==> src/rtl/vga_timing_pkg.sv <==
`default_nettype none
// ============================================================================
// Module   : vga_timing_pkg
// Purpose  : 640x480@60 Hz timing constants and the game colour codes.
// Revision : 1.0
// ============================================================================
package vga_timing_pkg;

    localparam int COUNT_BIT = 10;

    localparam int H_VISIBLE = 640;
    localparam int H_FRONT   = 16;
    localparam int H_SYNC    = 96;
    localparam int H_BACK    = 48;
    localparam int H_TOTAL   = H_VISIBLE + H_FRONT + H_SYNC + H_BACK;

    localparam int V_VISIBLE = 480;
    localparam int V_FRONT   = 10;
    localparam int V_SYNC    = 2;
    localparam int V_BACK    = 33;
    localparam int V_TOTAL   = V_VISIBLE + V_FRONT + V_SYNC + V_BACK;

    // Shared with the colour stage.
    typedef enum logic [1:0] {
        BLACK = 2'd0,
        GREEN = 2'd1,
        RED   = 2'd2,
        WHITE = 2'd3
    } game_colour_t;

endpackage
`default_nettype wire

==> src/rtl/vga_axis_counter.sv <==
`default_nettype none
// ============================================================================
// Module   : vga_axis_counter
// Purpose  : Modulo-MODULUS counter exposing its next value and wrap strobe.
// Revision : 1.0
// ============================================================================
module vga_axis_counter
    import vga_timing_pkg::*;
#(
    parameter int MODULUS = H_TOTAL,
    parameter int WIDTH   = COUNT_BIT
) (
    input  logic             clk,
    input  logic             reset,
    input  logic             inc_en,
    output logic [WIDTH-1:0] count,
    output logic [WIDTH-1:0] count_next,
    output logic             wrap
);

    localparam logic [WIDTH-1:0] C_LAST = WIDTH'(MODULUS - 1);

    always_comb begin
        wrap       = inc_en && (count == C_LAST);
        count_next = count;
        if (wrap) begin
            count_next = '0;
        end else if (inc_en) begin
            count_next = count + 1'b1;
        end
    end

    always_ff @(posedge clk or negedge reset) begin
        if (!reset) begin
            count <= '0;
        end else begin
            count <= count_next;
        end
    end

endmodule
`default_nettype wire

==> src/rtl/vga_sync_generator.sv <==
`default_nettype none
// ============================================================================
// Module   : vga_sync_generator
// Purpose  : 640x480@60 Hz sync/coordinate generator on the 25 MHz pixel clock.
//            Define VGA_SYNC_ALIGN_EN to delay hsync/vsync by one clock.
// Revision : 1.0
// ============================================================================
module vga_sync_generator #(
    parameter int H_VISIBLE = vga_timing_pkg::H_VISIBLE,
    parameter int H_FRONT   = vga_timing_pkg::H_FRONT,
    parameter int H_SYNC    = vga_timing_pkg::H_SYNC,
    parameter int H_BACK    = vga_timing_pkg::H_BACK,
    parameter int V_VISIBLE = vga_timing_pkg::V_VISIBLE,
    parameter int V_FRONT   = vga_timing_pkg::V_FRONT,
    parameter int V_SYNC    = vga_timing_pkg::V_SYNC,
    parameter int V_BACK    = vga_timing_pkg::V_BACK,
    parameter int COUNT_BIT = vga_timing_pkg::COUNT_BIT
) (
    input  logic                 clock_25,
    input  logic                 reset,
    output logic                 hsync,
    output logic                 vsync,
    output logic                 display_area,
    output logic [COUNT_BIT-1:0] x_pixel,
    output logic [COUNT_BIT-1:0] y_pixel,
    output logic                 frame_tick
);

    import vga_timing_pkg::*;

    localparam int C_H_TOTAL = H_VISIBLE + H_FRONT + H_SYNC + H_BACK;
    localparam int C_V_TOTAL = V_VISIBLE + V_FRONT + V_SYNC + V_BACK;

    localparam logic [COUNT_BIT-1:0] C_H_VIS      = COUNT_BIT'(H_VISIBLE);
    localparam logic [COUNT_BIT-1:0] C_HS_START   = COUNT_BIT'(H_VISIBLE + H_FRONT);
    localparam logic [COUNT_BIT-1:0] C_HS_END     = COUNT_BIT'(H_VISIBLE + H_FRONT + H_SYNC);
    localparam logic [COUNT_BIT-1:0] C_V_VIS      = COUNT_BIT'(V_VISIBLE);
    localparam logic [COUNT_BIT-1:0] C_VS_START   = COUNT_BIT'(V_VISIBLE + V_FRONT);
    localparam logic [COUNT_BIT-1:0] C_VS_END     = COUNT_BIT'(V_VISIBLE + V_FRONT + V_SYNC);

    logic [COUNT_BIT-1:0] w_h_count;
    logic [COUNT_BIT-1:0] w_h_next;
    logic [COUNT_BIT-1:0] w_v_count;
    logic [COUNT_BIT-1:0] w_v_next;
    logic                 w_h_wrap;

    logic w_display;
    logic w_hsync;
    logic w_vsync;
    logic w_tick;

    logic r_display;
    logic r_hsync;
    logic r_vsync;
    logic r_tick;

    vga_axis_counter #(
        .MODULUS (C_H_TOTAL),
        .WIDTH   (COUNT_BIT)
    ) u_h_counter (
        .clk        (clock_25),
        .reset      (reset),
        .inc_en     (1'b1),
        .count      (w_h_count),
        .count_next (w_h_next),
        .wrap       (w_h_wrap)
    );

    vga_axis_counter #(
        .MODULUS (C_V_TOTAL),
        .WIDTH   (COUNT_BIT)
    ) u_v_counter (
        .clk        (clock_25),
        .reset      (reset),
        .inc_en     (w_h_wrap),
        .count      (w_v_count),
        .count_next (w_v_next),
        .wrap       ()
    );

    // Decoding the next-state counts lets the registered flags line up
    // with the coordinates the counters will hold after this edge.
    always_comb begin
        w_display = (w_h_next < C_H_VIS) && (w_v_next < C_V_VIS);
        w_hsync   = !((w_h_next >= C_HS_START) && (w_h_next < C_HS_END));
        w_vsync   = !((w_v_next >= C_VS_START) && (w_v_next < C_VS_END));
        w_tick    = (w_h_next == '0) && (w_v_next == C_V_VIS);
    end

    always_ff @(posedge clock_25 or negedge reset) begin
        if (!reset) begin
            r_display <= 1'b0;
            r_hsync   <= 1'b1;
            r_vsync   <= 1'b1;
            r_tick    <= 1'b0;
        end else begin
            r_display <= w_display;
            r_hsync   <= w_hsync;
            r_vsync   <= w_vsync;
            r_tick    <= w_tick;
        end
    end

`ifdef VGA_SYNC_ALIGN_EN
    // Matches the colour stage's registered RGB so sync meets pixels at the DAC.
    logic r_hsync_d;
    logic r_vsync_d;

    always_ff @(posedge clock_25 or negedge reset) begin
        if (!reset) begin
            r_hsync_d <= 1'b1;
            r_vsync_d <= 1'b1;
        end else begin
            r_hsync_d <= r_hsync;
            r_vsync_d <= r_vsync;
        end
    end

    assign hsync = r_hsync_d;
    assign vsync = r_vsync_d;
`else
    assign hsync = r_hsync;
    assign vsync = r_vsync;
`endif

    assign display_area = r_display;
    assign x_pixel      = w_h_count;
    assign y_pixel      = w_v_count;
    assign frame_tick   = r_tick;

endmodule
`default_nettype wire
==> config.mk <==
export PLATFORM = sky130hd
export DESIGN_NAME = vga_sync_generator
export DESIGN_NICKNAME = d
export VERILOG_FILES = /design/src/rtl/vga_timing_pkg.sv /design/src/rtl/vga_axis_counter.sv /design/src/rtl/vga_sync_generator.sv
export SDC_FILE = /design/constraint.sdc
export NUM_CORES = 1
export LEC_CHECK = 0
export CAP_MARGIN = 25
export CELL_PAD_IN_SITES_DETAIL_PLACEMENT = 0
export CELL_PAD_IN_SITES_GLOBAL_PLACEMENT = 2
export CORE_ASPECT_RATIO = 0.9
export CORE_MARGIN = 2
export CORE_UTILIZATION = 34
export DETAILED_ROUTE_END_ITERATION = 7
export PLACE_DENSITY = 0.91
export SLEW_MARGIN = 20
export SYNTH_ARGS = -nofsm -noshare
export SYNTH_HDL_FRONTEND = slang
export SYNTH_SLANG_ARGS = --single-unit
==> constraint.sdc <==
create_clock -name clock_25 -period 3.7 [get_ports clock_25]
set_input_delay 0.37 -clock clock_25 [delete_from_list [all_inputs] [get_ports clock_25]]
set_output_delay 0.37 -clock clock_25 [all_outputs]
set_load 0.01 [all_outputs]
==> impl_metrics.json, run 1 <==
{
  "worstMarginPinSlew_ns": 0.527,
  "ant_nets": 0,
  "period_minus_slack_ns": 2.47,
  "drt-total-wl_um": 3310,
  "portBuffers": 25,
  "critical-path-max-stage-delay_ns": 0.68,
  "pwr-share-seq_pct": 58.5,
  "setup_viol_count_final": 0,
  "worst_clock_skew_ns": 0.000833,
  "p_leak_uw": 0.000735,
  "post_cts_resized": 0,
  "slew_viol_final": 0,
  "areaGrowthSynthToFinish_pct": 25.2,
  "cts_tree": "built",
  "crit_path_start_kind": "flip-flop",
  "comb_power_share_pct": 2.1,
  "syn_nets": 158,
  "ys.flop_type": "dfrtp_1",
  "firstDrtPassIters": 4,
  "yosysMostFrequentCell": "dfrtp_1",
  "grt_usage_pct": 15.7,
  "clock_sinks": 24,
  "clkPwrFrac_pct": 39.3,
  "die-width_um": 71.8,
  "gp_congestion": 0.864,
  "synth_common_cells": "22 x dfrtp_1, 11 x nand3_1, 11 x nor2_1, 10 x inv_1, 9 x nand2_1",
  "clock.fmax_ghz": 0.406,
  "hpwl_um": 2530,
  "num_vias": 1230,
  "min_path_type": "input port to async pin",
  "synth_area_um2": 1410,
  "wl_per_cell_um": 14.8,
  "vdd_drop_max_v": 0.000256,
  "yosys.area.top_type": "dfrtp_1",
  "final_hold_viol_count": 0,
  "core_um2": 4020,
  "avgViaCountPerCell": 5.52,
  "path_max_fanout": 6,
  "maxSlewHeadroom_pct": 64.8,
  "r2r_slack_ns": 1.23,
  "die_height_um": 65.0,
  "drt-initial-drc-count": 54,
  "htreeDepth": 1,
  "arrival_ns": 2.67,
  "rsz0062_at_grt": "false",
  "ctsHoldBuffers": 0,
  "overflow": 0,
  "status": "complete, no violations",
  "yosys.cell_types.count": 43,
  "numCtsBuffers": 3,
  "synthArstFlopShare_pct": 100,
  "clk_path_buf_depth": 2,
  "r2r-start": "u_h_counter.count[0]",
  "synth_edf_count": 0,
  "clkTransAtPathRegs_ns": 0.08,
  "r2r_cells": 6,
  "critical_path_class": "flip-flop to flip-flop",
  "cp_common_cell": "and4_1",
  "netlist_instances": 152,
  "synth_top_area_share_pct": 39.2,
  "placementRows": 22,
  "crit_path_cell_trace": "ha_1, and4_1, and3_2, or4b_2, a221oi_1, and4_1",
  "max_cap_violations": 0,
  "antenna_found_initial": 0,
  "p_switching_uw": 86.9,
  "fin_hold_ws_ns": 0.446,
  "required_ns": 3.91,
  "cts_setup_buffers": 0,
  "clk_latency_ns": 0.26,
  "postSynthAreaPerCell_um2": 9.24,
  "top_level_ports": 26,
  "yosysWarnings": 0,
  "grt_max_degree": 17,
  "reg2reg_to": "frame_tick",
  "root_buffer": "clkbuf_8",
  "n_antenna_cell": 0,
  "die-area_um2": 4660,
  "post-route-drc-count": 0,
  "ys_seq_area_share_pct": 42.9,
  "final_nets": 182,
  "grt_pass1_wl_um": 5680,
  "synth_area_leaders": "dfrtp_1 39%, nand3_1 3.9%, dfstp_2 3.7%, xor2_1 3.7%, ha_1 3.6%",
  "p_int_uw": 361,
  "ys_ff_latch": 24,
  "critPathCaptureType": "flip-flop",
  "fin_crit_sh_pct": 66.6,
  "final_layout_size_suffix_gt1_share_pct": 10.9,
  "sw_frac_of_total_pct": 19.4,
  "critical_path.slowest_cell": "or4b_2",
  "p_per_area_nw_per_um2": 255,
  "fin_setup_tns_ns": 0,
  "start_util_pct": 35.0,
  "first_global_vias": 1143
}
## final cells by class
| cell class | instances | area (um^2) |
|---|---|---|
| fillers | 394 | 2260 |
| inverters | 10 | 37.5 |
| repair buffers | 27 | 285 |
| flip-flops and latches | 24 | 603 |
| clock buffers | 4 | 55.1 |
| multi-input cells | 110 | 718 |
| well taps | 48 | 60.1 |
## power groups by stage
stage          combinational [uW]  clock [uW]  sequential, uW
2_1_floorplan            0.000311           0             267
3_3_place_gp                 6.22           0             267
3_5_place_dp                 10.0           0             267
4_1_cts                      10.2         185             262
5_1_grt                      10.8         198             262
6_report                     9.51         176             262
## worst max-delay path, delay by kind of cell, from the launching register on
kind,cells,cell delay [ns]
AND/OR/NAND/NOR,4,1.44
flip-flops,1,0.45
adder cells (fa/ha/maj),1,0.29
AO/OA/AOI/OAI,1,0.23
## flip-flops by register name, indices dropped and copies added (netlist names)
register,count
display_area,1
hsync,1
vsync,1
u_h_counter.count,10
frame_tick,1
u_v_counter.count,10
## metrics by stage
| step | std cells | power (uW) | utilization [%] | setup WS, ns | cell area (um^2) |
|---|---|---|---|---|---|
| final | 223 | 448 | 43.8 | 1.23 | 1760 |
| after global routing | 223 | 471 | 43.8 | 1.05 | 1760 |
| after CTS | 223 | 457 | 43.8 | 1.23 | 1760 |
| after detailed placement | 219 | 277 | 42.4 | 1.26 | 1700 |
| after global placement | 218 | 274 | 41.7 | 1.29 | 1680 |
| after floorplan | 152 | 267 | - | 1.38 | 1410 |
## per-layer routing
metal | up-vias | share of wire, % | GRT usage (%)
met5 | - | 0 | 0
met4 | 0 | 1.7 | 5.19
met3 | 6 | 6.0 | 4.82
met2 | 37 | 44 | 23.0
met1 | 591 | 48 | 21.8
li1 | 596 | - | -
## cell families after synthesis
| kind of cell | synth area share (%) |
|---|---|
| buf+inv | 5.97 |
| xor+xnor | 6.23 |
| mux | 1.51 |
| simple gates | 27.8 |
| fa+ha+maj | 3.56 |
| compound gates | 12.0 |
| flops | 42.9 |
## worst max path at each step
stage / from / slack, ns / cells past startpoint / end
after floorplan: u_h_counter.count[0] / 1.38 / 7 / frame_tick
after global placement: u_h_counter.count[0] / 1.29 / 6 / display_area
after detailed placement: u_h_counter.count[0] / 1.26 / 6 / frame_tick
after CTS: u_h_counter.count[0] / 1.23 / 6 / frame_tick
after global routing: u_h_counter.count[0] / 1.05 / 7 / frame_tick
final: u_h_counter.count[0] / 1.23 / 6 / frame_tick
## cells in the final DEF (no fill, tap or decap), drive strengths merged, types with 6 or more instances in the layout
cell type / Yosys / layout
nor2: 11 / 11
o21ai: 9 / 9
and3: 6 / 6
clkdlybuf4s50: 0 / 25
dfrtp: 22 / 22
nand4: 7 / 7
nand2: 9 / 9
a21oi: 8 / 8
xor2: 6 / 6
inv: 10 / 10
nand3: 11 / 11
Power figures use the tool's default switching activity.
==> run 2: changes to the inputs <==
- CORE_UTILIZATION: 34 -> 31
- PLACE_DENSITY: 0.91 -> 0.85
- clock period: 3.7 -> 2.4 ns (I/O delays scaled with it)
==> run 2 against run 1 <==
Against the previous run: clock skew rose by 0.0035 ns; sequential share of layout area fell by 1.4 points; via count rose by 1.8%; final cell count rose by 11%; sequential power rose by 54%; critical path depth did not move; critical path type unchanged; utilization fell by 2.1 points; combinational power rose by 10%; clock power rose by 59%; count of clock-buffer cells in the layout did not move; highest routed layer unchanged.
==> impl_metrics.json, run 2 (synthesis results as in run 1) <==
{
  "placementRows": 23,
  "ff_latch_area_um2": 603,
  "die-area_um2": 5090,
  "final_common_cell": "clkdlybuf4s50_1",
  "worstMarginPinSlew_ns": 0.461,
  "hpwl_um": 2630,
  "grt_max_degree": 25,
  "clkPwrFrac_pct": 40.3,
  "num_vias": 1252,
  "core_um2": 4400,
  "fin_crit_sh_pct": 94.5,
  "post-route-drc-count": 0,
  "drt-initial-drc-count": 47,
  "min_path_type": "input port to async pin",
  "maxSlewHeadroom_pct": 69.0,
  "path_max_fanout": 6,
  "arrival_ns": 2.48,
  "reg2reg_to": "frame_tick",
  "avgViaCountPerCell": 5.07,
  "wl_per_cell_um": 14.3,
  "root_buffer": "clkbuf_8",
  "n_antenna_cell": 0,
  "top_regs": "u_h_counter.count: 10 flops, u_v_counter.count: 10 flops",
  "final_cell_mix": "25 x clkdlybuf4s50_1, 22 x dfrtp_1, 12 x buf_4, 11 x nor2_1, 11 x nand3_1",
  "antenna_found_initial": 0,
  "clock.fmax_ghz": 0.441,
  "crit_path_cell_trace": "ha_1, and4_2, and3_2, or4b_2, a221oi_1, and4_1",
  "firstDrtPassIters": 4,
  "cts_tree": "built",
  "numCtsBuffers": 3,
  "n_fill_cell": 444,
  "rsz0062_at_grt": "false",
  "start_util_pct": 31.9,
  "clkTransAtPathRegs_ns": 0.09,
  "critical_path_class": "flip-flop to flip-flop",
  "required_ns": 2.61,
  "clk_path_buf_depth": 2,
  "final_nets": 192,
  "crit_path_start_kind": "flip-flop",
  "busiest_layer": "met2",
  "die_height_um": 67.9,
  "p_switching_uw": 141,
  "grtUsageMet2_pct": 24.1,
  "dp_cells": 242,
  "setup_viol_count_final": 0,
  "worst_clock_skew_ns": 0.00432,
  "gp_congestion": 0.752,
  "die-width_um": 75.0,
  "drt-total-wl_um": 3530,
  "p_per_area_nw_per_um2": 379,
  "gr-usage-met1_pct": 22.8,
  "final_cell_count_no_fill": 247,
  "htreeDepth": 1,
  "critical-path-max-stage-delay_ns": 0.62,
  "fin_hold_ws_ns": 0.330,
  "critPathTopFamily": "simple AND/OR/NAND/NOR gates",
  "path_buf_inv": 0,
  "top_level_ports": 26,
  "portBuffers": 25,
  "grt_pass1_wl_um": 6020,
  "multi_input_area_um2": 719,
  "slew_viol_final": 0,
  "vdd_drop_max_v": 0.000167,
  "final_layout_size_suffix_gt1_share_pct": 16.2,
  "final_cell_area_um2": 1830,
  "pwr-share-seq_pct": 58.2,
  "comb_power_share_pct": 1.5,
  "clk_latency_ns": 0.27,
  "r2r_cells": 6,
  "critical_path.slowest_cell": "or4b_2",
  "critPathCaptureType": "flip-flop",
  "period_minus_slack_ns": 2.27,
  "grt_usage_pct": 15.7,
  "grt_util_met3_pct": 2.21,
  "first_global_vias": 1229,
  "status": "complete, no violations",
  "ant_nets": 0,
  "p_int_uw": 553,
  "sw_frac_of_total_pct": 20.4,
  "placed_cell_area_um2": 1770,
  "r2r-start": "u_h_counter.count[0]",
  "finalPower_uw": 695,
  "fin_setup_tns_ns": 0,
  "max_cap_violations": 0,
  "overflow": 0,
  "final_hold_viol_count": 0,
  "p_leak_uw": 0.000776,
  "clock_sinks": 24,
  "areaGrowthSynthToFinish_pct": 30.5,
  "r2r_slack_ns": 0.13,
  "ctsHoldBuffers": 0
}
==> run 2: cell count changes in the layout (fill, tap and decap cells not counted) <==
cell,previous run,this run
buf_16,1,0
and4_1,5,4
buf_4,1,12
and4_2,0,1
==> run 2: stage by stage <==
stage / setup slack [ns] / utilization (%)
global placement: 0.173 / 40.2
CTS: 0.0634 / 41.4
global route: 0.0497 / 41.6
finish: 0.133 / 41.6
detailed placement: 0.0875 / 40.2
floorplan: 0.0797 / -
==> run 2: layout make-up <==
class | instances | share of cell area, %
clock buffer | 4 | 3.00
inverter | 10 | 2.05
multi-input combinational | 110 | 39.2
sequential | 24 | 32.9
tap | 62 | 4.23
timing repair buffer | 37 | 18.6
==> run 2: timing repair <==
action,CTS,global route
setup buffers,0,1
gates resized for setup,0,1
endpoints found under the setup margin,0,1
hold endpoints to repair,0,0
==> run 2: worst max-delay path by stage <==
stage | from | to | slack, ns | cells past startpoint
final | u_h_counter.count[0] | frame_tick | 0.13 | 6
after global routing | u_h_counter.count[0] | frame_tick | 0.05 | 6
after global placement | u_h_counter.count[1] | frame_tick | 0.17 | 6
after detailed placement | u_h_counter.count[1] | frame_tick | 0.09 | 6
after CTS | u_h_counter.count[1] | frame_tick | 0.06 | 6
after floorplan | u_h_counter.count[0] | frame_tick | 0.08 | 7
==> run 2: power groups by stage <==
stage	sequential [uW]	clock, uW	combinational, uW
floorplan	412	0	0.000311
global placement	412	0	11.1
detailed placement	412	0	11.5
CTS	404	293	11.5
global route	404	308	12.4
finish	404	280	10.5
==> run 2: routing by layer <==
layer	routed length, um	part of all wire [%]	vias up
met2	1640	47	23
met5	0	0	-
li1	-	-	620
met3	93	2.6	4
met1	1760	50	605
met4	37	1.0	0
==> run 3: changes to the inputs <==
- CORE_UTILIZATION: 31 -> 37
- DONT_BUFFER_PORTS: not set -> 1
- PLACE_DENSITY: 0.85 -> 0.83
==> run 3 against run 2 <==
Against the previous run: hold slack gained 0.16 ns; largest cell class unchanged; non-clock buffer count fell by 20; cell area is 13% lower; sequential share of layout area up 4.8 points; clock skew rose by 0.0017 ns; first-iteration DRC count is 17% higher; maximum frequency is 0.72% higher; flip-flop and latch count is the same; count of clock-buffer cells in the layout stayed put; critical endpoint unchanged; routed wire length down 4.2%; total power decreased by 1.2%.
==> impl_metrics.json, run 3 (synthesis results as in run 1) <==
{
  "worst_clock_skew_ns": 0.00600,
  "rsz0062_at_grt": "false",
  "vdd_drop_max_v": 0.000344,
  "post_cts_resized": 0,
  "min_path_type": "input port to async pin",
  "portBuffers": 0,
  "placementRows": 21,
  "clock.fmax_ghz": 0.444,
  "status": "complete, no violations",
  "final_nets": 172,
  "grt_pass1_wl_um": 5750,
  "die-area_um2": 4310,
  "antenna_found_initial": 0,
  "htreeDepth": 1,
  "final_layout_size_suffix_gt1_share_pct": 20.0,
  "first_global_vias": 1153,
  "die_height_um": 62.5,
  "num_vias": 1198,
  "arrival_ns": 2.45,
  "fin_crit_sh_pct": 93.8,
  "period_minus_slack_ns": 2.25,
  "reg2reg_to": "frame_tick",
  "drt-total-wl_um": 3380,
  "die-width_um": 69.0,
  "finalPower_uw": 686,
  "hpwl_um": 2630,
  "critPathCaptureType": "flip-flop",
  "drt-initial-drc-count": 55,
  "slew_viol_final": 0,
  "crit_path_cell_trace": "ha_1, and4_1, and3_2, or4b_2, a221oi_1, and4_1",
  "ff_latch_area_um2": 603,
  "clk_latency_ns": 0.27,
  "final_hold_viol_count": 0,
  "final_cell_mix": "22 x dfrtp_1, 15 x buf_4, 11 x nor2_1, 11 x nand3_1, 10 x inv_1",
  "clk_path_buf_depth": 2,
  "areaGrowthSynthToFinish_pct": 13.8,
  "n_antenna_cell": 0,
  "cts_tree": "built",
  "max_cap_violations": 0,
  "multi_input_area_um2": 718,
  "firstDrtPassIters": 4,
  "r2r-start": "u_h_counter.count[0]",
  "critical-path-max-stage-delay_ns": 0.65,
  "gp_congestion": 0.785,
  "crit_path_start_kind": "flip-flop",
  "core_um2": 3680,
  "ant_nets": 0,
  "critical_path.slowest_cell": "or4b_2",
  "setup_viol_count_final": 0,
  "numCtsBuffers": 3,
  "avgViaCountPerCell": 5.68,
  "critical_path_class": "flip-flop to flip-flop",
  "grt_usage_pct": 17.4,
  "wl_per_cell_um": 16.0,
  "grt_max_degree": 25,
  "root_buffer": "clkbuf_8",
  "top_level_ports": 26,
  "start_util_pct": 38.2,
  "fin_setup_tns_ns": 0,
  "r2r_slack_ns": 0.15,
  "path_buf_inv": 0,
  "top_regs": "u_h_counter.count: 10 flops, u_v_counter.count: 10 flops",
  "required_ns": 2.60,
  "overflow": 0,
  "post-route-drc-count": 0,
  "maxSlewHeadroom_pct": 64.3,
  "worstMarginPinSlew_ns": 0.536,
  "clock_sinks": 24,
  "final_common_cell": "dfrtp_1",
  "final_util_pct": 43.5,
  "critPathTopFamily": "simple AND/OR/NAND/NOR gates",
  "cp_common_cell": "and4_1",
  "p_leak_uw": 0.000710,
  "path_max_fanout": 4,
  "r2r_cells": 6,
  "n_fill_cell": 380,
  "clkTransAtPathRegs_ns": 0.08,
  "p_per_area_nw_per_um2": 429,
  "cts_setup_buffers": 0
}
[run 3: changes by cell type in the layout (fill, tap and decap cells not counted), sizes merged]
cell,delta
dlygate4sd3,+1
buf,+4
clkdlybuf4s50,-25
[run 3: worst max-delay path by stage]
| stage | start | to | slack (ns) | depth (start not counted) |
|---|---|---|---|---|
| after floorplan | u_h_counter.count[0] | frame_tick | 0.08 | 7 |
| after global placement | u_v_counter.count[0] | frame_tick | 0.17 | 7 |
| after detailed placement | u_h_counter.count[0] | frame_tick | 0.17 | 6 |
| after CTS | u_h_counter.count[0] | frame_tick | 0.15 | 6 |
| after global routing | u_v_counter.count[0] | frame_tick | 0.06 | 7 |
| final | u_h_counter.count[0] | frame_tick | 0.15 | 6 |
[run 3: stage by stage]
step / instances / setup WS, ns / hold slack (ns) / area, um^2
after floorplan: 152 / 0.0797 / -0.0556 / 1410
after global placement: 205 / 0.170 / -0.0546 / 1530
after detailed placement: 205 / 0.167 / -0.0544 / 1530
after CTS: 210 / 0.151 / 0.504 / 1590
after global routing: 211 / 0.0555 / 0.531 / 1600
final: 211 / 0.149 / 0.493 / 1600
[run 3: where the power goes]
group / total [uW] / internal (uW) / switching (uW)
registers: 404 / 404 / 0
logic: 9.44 / 1.65 / 7.79
clock network: 273 / 146 / 126
[run 3: cell type report]
cell class	count	area share, %
clock buffers	4	3.44
well taps	46	3.60
flip-flops and latches	24	37.7
multi-input cells	110	44.9
repair buffers	17	7.98
inverters	10	2.35
[run 3: routing by layer]
layer  wire [um]  vias up  track usage, %
li1            -      581               -
met2        1460       48            24.8
met5           0        -               0
met3         286        4            5.23
met1        1610      565            26.7
met4          23        0            2.21
[run 3: worst register-to-register path: stages, from the launching register on]
cell and delay, ns:
dfrtp_1 0.38, ha_1 0.25, and4_1 0.24, and3_2 0.22, or4b_2 0.65, a221oi_1 0.21
and4_1 0.24
[run 3: timing repair]
action / 4_1_cts / 5_1_grt
hold endpoints to repair: 24 / 22
hold buffers: 1 / 1
endpoints found under the setup margin: 0 / 0
